--- config.mk ---
export PLATFORM = sky130hd
export DESIGN_NAME = fetch_unit
export DESIGN_NICKNAME = d
export VERILOG_FILES = /design/src/rtl/fetch_unit_pkg.sv /design/src/rtl/fetch_buf.sv /design/src/rtl/fetch_unit.sv
export SDC_FILE = /design/constraint.sdc
export NUM_CORES = 1
export LEC_CHECK = 0
export ABC_CLOCK_PERIOD_IN_PS = 2500
export BUFFER_PORTS_ARGS = -buffer_cell sky130_fd_sc_hd__buf_4
export CORE_ASPECT_RATIO = 1.1
export CORE_MARGIN = 5
export CORE_UTILIZATION = 52
export CTS_BUF_LIST = sky130_fd_sc_hd__clkbuf_4
export CTS_CLUSTER_SIZE = 40
export DETAILED_ROUTE_END_ITERATION = 8
export GPL_ROUTABILITY_DRIVEN = 0
export PLACE_DENSITY_LB_ADDON = 0.15
export SYNTH_ARGS = -nofsm -noshare
export SYNTH_HDL_FRONTEND = slang
export SYNTH_HIERARCHICAL = 1
export SYNTH_SLANG_ARGS = --single-unit
export TNS_END_PERCENT = 30
--- constraint.sdc ---
create_clock -name clk -period 2.5 [get_ports clk]
set_input_delay 0.5 -clock clk [delete_from_list [all_inputs] [get_ports clk]]
set_output_delay 0.5 -clock clk [all_outputs]
set_load 0.005 [all_outputs]
--- src/rtl/fetch_unit_pkg.sv ---
// Shared types and constants for the instruction fetch stage.
// Latency: n/a (declarations only).
// Backpressure: n/a.
package fetch_unit_pkg;

  localparam logic [31:0] NOP_INSTR        = 32'h0000_0013;
  localparam logic [31:0] RESET_PC_DEFAULT = 32'h0000_0000;

`ifdef FETCH_MISALIGN_CHK_EN
  typedef enum logic [2:0] {S_REQ, S_WAIT, S_DROP, S_HOLD, S_HALT} fetch_state_t;
`else
  typedef enum logic [1:0] {S_REQ, S_WAIT, S_DROP, S_HOLD} fetch_state_t;
`endif

  // One fetched instruction as presented to the F/D pipeline register.
  typedef struct packed {
    logic [31:0] instr;
    logic [31:0] pc;
    logic [31:0] pc4;
  } fetch_ent_t;

endpackage

--- src/rtl/fetch_buf.sv ---
// One-entry fetch output buffer: load, consume, flush; empty entry shows NOP.
// Latency: one cycle from load to visible entry.
// Backpressure: holds its entry while the consumer stalls; flush beats load.
module fetch_buf
  import fetch_unit_pkg::*;
#(
  parameter logic [31:0] RESET_PC = RESET_PC_DEFAULT
) (
  input  logic       clk,
  input  logic       rst,
  input  logic       load,
  input  logic       flush,
  input  logic       consume,
  input  fetch_ent_t load_ent,
  output logic       valid,
  output fetch_ent_t ent
);

  // Entry register; reset > flush > load > consume, PC fields kept when emptied.
  always_ff @(posedge clk) begin
    if (rst) begin
      valid <= 1'b0;
      ent   <= {NOP_INSTR, RESET_PC, RESET_PC + 32'd4};
    end else if (flush) begin
      valid     <= 1'b0;
      ent.instr <= NOP_INSTR;
    end else if (load) begin
      valid <= 1'b1;
      ent   <= load_ent;
    end else if (consume) begin
      valid     <= 1'b0;
      ent.instr <= NOP_INSTR;
    end
  end

endmodule

--- src/rtl/fetch_unit.sv ---
// Instruction fetch: PC sequencing, imem handshake, redirect, one-entry output buffer.
// Latency: imem_rdata to InstrF is one registered cycle; one instr/cycle with 1-cycle memory.
// Backpressure: StallF holds the buffer; a beat arriving while it is full is refetched later.
// Optional feature macro: FETCH_MISALIGN_CHK_EN (misaligned redirect sets MisalignF and halts).
module fetch_unit
  import fetch_unit_pkg::*;
#(
  parameter logic [31:0] RESET_PC = RESET_PC_DEFAULT
) (
  input  logic        clk,
  input  logic        rst,
  input  logic        StallF,
  input  logic        PCSrcE,
  input  logic [31:0] PCTargetE,
  output logic        imem_req,
  output logic [31:0] imem_addr,
  input  logic        imem_ready,
  input  logic [31:0] imem_rdata,
  output logic [31:0] InstrF,
  output logic [31:0] PCF,
  output logic [31:0] PCPlus4F,
  output logic        ValidF,
  output logic        BusyF,
  output logic        MisalignF
);

  fetch_state_t state, state_nxt;
  logic [31:0]  fpc, fpc_nxt, target;
  logic         buf_load, buf_flush, buf_consume;
  logic         halted;
  fetch_ent_t   buf_ent;

`ifdef FETCH_MISALIGN_CHK_EN
  logic misaligned, misalign_set;
  assign target     = PCTargetE;
  assign misaligned = |PCTargetE[1:0];
  assign halted     = (state == S_HALT);

  // Sticky misalignment flag, cleared only by reset.
  always_ff @(posedge clk) begin
    if (rst)               MisalignF <= 1'b0;
    else if (misalign_set) MisalignF <= 1'b1;
  end
`else
  logic unused_target_lsb;
  assign target            = {PCTargetE[31:2], 2'b00};
  assign unused_target_lsb = ^PCTargetE[1:0];
  assign halted            = 1'b0;
  assign MisalignF         = 1'b0;
`endif

  assign buf_consume = ValidF & ~StallF;
  assign imem_req    = ~rst & ((state == S_REQ) | (state == S_WAIT));
  assign imem_addr   = fpc;
  assign BusyF       = ~ValidF & ~PCSrcE;
  assign InstrF      = buf_ent.instr;
  assign PCF         = buf_ent.pc;
  assign PCPlus4F    = buf_ent.pc4;

  // Next state / PC: redirect wins; a beat is accepted only if the buffer frees up this cycle.
  always_comb begin
    state_nxt = state;
    fpc_nxt   = fpc;
    buf_load  = 1'b0;
    buf_flush = 1'b0;
`ifdef FETCH_MISALIGN_CHK_EN
    misalign_set = 1'b0;
`endif
    if (PCSrcE && !halted) begin
      buf_flush = 1'b1;
      fpc_nxt   = target;
`ifdef FETCH_MISALIGN_CHK_EN
      if (misaligned) begin
        state_nxt    = S_HALT;
        misalign_set = 1'b1;
      end else
`endif
      // A request left unanswered (REQ/WAIT) or a stale beat still owed (DROP) must be eaten.
      if (!imem_ready && (state == S_REQ || state == S_WAIT || state == S_DROP))
        state_nxt = S_DROP;
      else
        state_nxt = S_REQ;
    end else begin
      case (state)
        S_REQ, S_WAIT: begin
          if (imem_ready) begin
            if (!ValidF || buf_consume) begin
              buf_load  = 1'b1;
              fpc_nxt   = fpc + 32'd4;
              state_nxt = S_REQ;
            end else begin
              state_nxt = S_HOLD;
            end
          end else begin
            state_nxt = S_WAIT;
          end
        end
        S_DROP:  if (imem_ready)  state_nxt = S_REQ;
        S_HOLD:  if (buf_consume) state_nxt = S_REQ;
        default: state_nxt = state;
      endcase
    end
  end

  // State and fetch PC registers; reset overrides every other input.
  always_ff @(posedge clk) begin
    if (rst) begin
      state <= S_REQ;
      fpc   <= RESET_PC;
    end else begin
      state <= state_nxt;
      fpc   <= fpc_nxt;
    end
  end

  fetch_buf #(.RESET_PC(RESET_PC)) u_buf (
    .clk      (clk),
    .rst      (rst),
    .load     (buf_load),
    .flush    (buf_flush),
    .consume  (buf_consume),
    .load_ent ({imem_rdata, fpc, fpc + 32'd4}),
    .valid    (ValidF),
    .ent      (buf_ent)
  );

endmodule

==> impl_metrics.csv <==
group,metric,value,unit
cts,cts_tree,"built",
worst_setup_path,cp_max_fo,15,
job,drv_cap,0,
die,dieArea,0.01333,sq mm
cts,cts_hold_buffers,0,
yosys,ys_seq_area_share,44.68,%
worst_setup_path,critPathLaunchType,"flop",
yosys,syn_inst,713,
cts,cts_max_path_buffers,2,
final_layout,drive_gt1_share,28.48,%
worst_setup_path,arrival,2.65,ns
outcome,outcome,"finished, final reports clean",
worst_setup_path,cpPeakStageDelay,0.51,ns
placed_design,portBuffers,195,
cts,clock-root-buffer,"clkbuf_4",
sta,min_period,2.232,ns
global_routing,grt_pass1_vias,5222,
cts,cts_sinks,129,
sta,finalSetupViolCount,0,
sta,drv_slew,0,
sta,setup_ws,0.2681,ns
sta,grt_setup_unrepaired,"no",
pwr,finalPower,4.030,mW
cts,htree_levels,4,
final_layout,n_antenna_cell,0,
detailed_routing,drt-total-wl,15.73,mm
final_layout,stdcell_count,1053,
yosys,synthArstFlopShare,0,%
die,rows,40,
global_routing,grt_first_pass_wirelength,25.56,mm
worst_setup_path,crit_buf_inv,1,
worst_setup_path,crit_top_cell,"nand3_1",
yosys,syn_avg_cell_area,8.107,sq um
sta,hold_viol,0,
sta,fin_worst_hold_slack,0.2192,ns
final_layout,area_delta_synth_final,30.76,%
pwr,p_per_area,533.1,mW/mm^2
worst_setup_path,crit_path_top_delay_cell,"dfxtp_1",
final_layout,nets,965,
yosys,ys_warn_count,6,
die,io_pins,201,
placed_design,placed_area,0.007313,sq mm
worst_setup_path,crit_family,"simple AND/OR/NAND/NOR gates",
die,start_util,52.98,%
detailed_routing,dr.pass1.iters,6,
cts,numCtsBuffers,17,
global_routing,overflow,0,
yosys,netlist_area,0.005781,sq mm
pwr,p_leak,3.094,nW
die,die_y,120.6,um
sta,fmax,448.1,MHz
die,die_x,110.5,um
worst_setup_path,worstPathRequired,2.91,ns
sta,setup_tns,0,ns
cts,clkLatencyLatePin,0.51,ns
yosys,synth_ff_type,"dfxtp_1",
detailed_routing,postRouteAntennaNets,0,
die,coreArea,0.01091,sq mm
cts,cts_repair_resize_count,0,
detailed_routing,drc_errors,0,
sta,finClkSkew,0.01559,ns
worst_setup_path,crit_type,"reg2reg",
cts,clk_pin_slew,0.11,ns
pwr,peakVddDrop,0.0002669,V
detailed_routing,routed-via-count,5438,
placed_design,place_worst_setup_slack,0.2886,ns
detailed_routing,vias_per_cell,5.164,
final_layout,fin_area,0.007559,sq mm
cts,postCtsSetupBuffers,0,
global_routing,antenna_found_initial,0,
placed_design,dp.final_hpwl,11.22,mm
sta,slew_headroom,57.90,%
sta,finalCritPeriodShare,89.28,%
worst_setup_path,worstPathCellList,"ha_1 > nand3_1 > nor4_4 > buf_4 > nand3_1 > xor2_1 > a211oi_1",
placed_design,dp_cells,1023,
global_routing,grt_max_degree,80,
sta,worstMarginPinSlew,0.6268,ns
worst_hold_path,hp-class,"in2reg",
worst_setup_path,endpoint_kind,"flop",
yosys,synth_cell_types,43,
global_routing,track_usage,23.26,%
final_layout,finish.utilization,69.28,%
yosys,synth_enable_flop_cells,0,
detailed_routing,wl_per_cell,14.93,um
yosys,synth_seq_cells,129,
detailed_routing,drt_iter0_drc,239,
==> cell families (layout without fill, tap and decap cells) <==
logic type / count (synthesis) / after routing / synth area share [%]
and+or+nand+nor: 337 / 337 / 28.18
adders and majority gates: 1 / 1 / 0.2164
AOI/OAI and AO/OA: 132 / 132 / 12.75
other: 1 / 7 / 0.06487
DFF: 129 / 129 / 44.68
xor gates and xnor gates: 51 / 51 / 7.727
buffers and inverters: 62 / 249 / 6.385
==> metal layers <==
layer  part of all wire [%]  GRT usage [%]
met1                     41          27.56
met2                     49          39.23
met3                    8.1          8.959
met4                    1.4          6.928
met5                      0              0
==> worst reg2reg max path: cells and delay by family (launching register included) <==
family                   cells  cell delay [ns]
XOR/XNOR                     1             0.16
flip-flops                   1             0.51
adder cells (fa/ha/maj)      1             0.28
AO/OA/AOI/OAI                1             0.29
buffers and inverters        1             0.25
AND/OR/NAND/NOR              3             0.66
==> final timing paths <==
| check | start | to | slack (ns) | cells after the start |
|---|---|---|---|---|
| worst max register to register | imem_addr[2] | imem_addr[18] | 0.27 | 7 |
| worst min-delay path | imem_rdata[2] | u_buf/ent[66] | 0.22 | 3 |
| worst max-delay path | imem_addr[2] | imem_addr[18] | 0.27 | 7 |
| worst min register to register | u_buf/ent[5] | u_buf/ent[5] | 0.46 | 2 |
==> flip-flops by register name (all words and copies together) (netlist names) <==
signal       cells
imem_addr       30
u_buf/ent       96
state            2
u_buf/valid      1
==> synth_stat cells, types with 2 or more instances <==
cell           count  area [sq um]
nand2_1          162         608.1
dfxtp_1          129          2582
a21oi_1          102         510.5
nor2_1            65         244.0
nor3b_1           31         232.7
xnor2_1           29         254.0
xor2_1            22         192.7
buf_2             21         105.1
nand3_1           20         100.1
clkbuf_1          17         63.81
a211oi_1          16         120.1
nand4_1           15         93.84
buf_4              8         60.06
nor3_1             8         40.04
and3_1             7         43.79
buf_6              7         78.83
nor2b_1            6         37.54
inv_1              5         18.77
and4_1             4         35.03
o21ai_0            4         20.02
or2_2              4         25.02
a311oi_1           3         26.28
o2bb2ai_1          3         26.28
dlygate4sd1_1      2         17.52
nand3b_1           2         15.01
nor3_2             2         20.02
nor4_4             2         42.54
o22ai_1            2         12.51
==> layout by cell type, fill, tap and decap left out, types with 2 or more instances in the layout <==
master / count
inv_1: 5
and4_1: 4
and3_1: 7
o2bb2ai_1: 3
nor4_4: 2
a211oi_1: 16
nor2b_1: 4
dfxtp_1: 129
a311oi_1: 3
o21ai_0: 4
buf_4: 210
xnor2_1: 29
nor3b_1: 31
nand3_1: 20
a21oi_1: 102
xor2_1: 22
nand4_1: 15
nor3_1: 8
nand3b_1: 2
clkinv_1: 4
bufinv_16: 2
clkinv_2: 4
o22ai_1: 2
nand2_1: 162
or2_2: 4
nor2_1: 64
conb_1: 7
buf_12: 4
nor3_2: 2
clkbuf_4: 20
==> power breakdown <==
group	leakage (nW)	total (mW)	internal, mW	switching, mW
clock network	0.142	1.31	0.596	0.711
logic	1.90	0.524	0.263	0.261
registers	1.05	2.20	2.12	0.0780
total	3.09	4.03	2.98	1.05
==> layout make-up <==
class                   count  area (sq um)
clock buffers              20         150.1
clock inverters            10         95.09
fillers                   920          3352
inverters                   5         18.77
multi-input cells         528          2872
flip-flops and latches    129          2582
well taps                 147         183.9
repair buffers            214          1657
No activity file was read; power rests on OpenSTA's default activity.
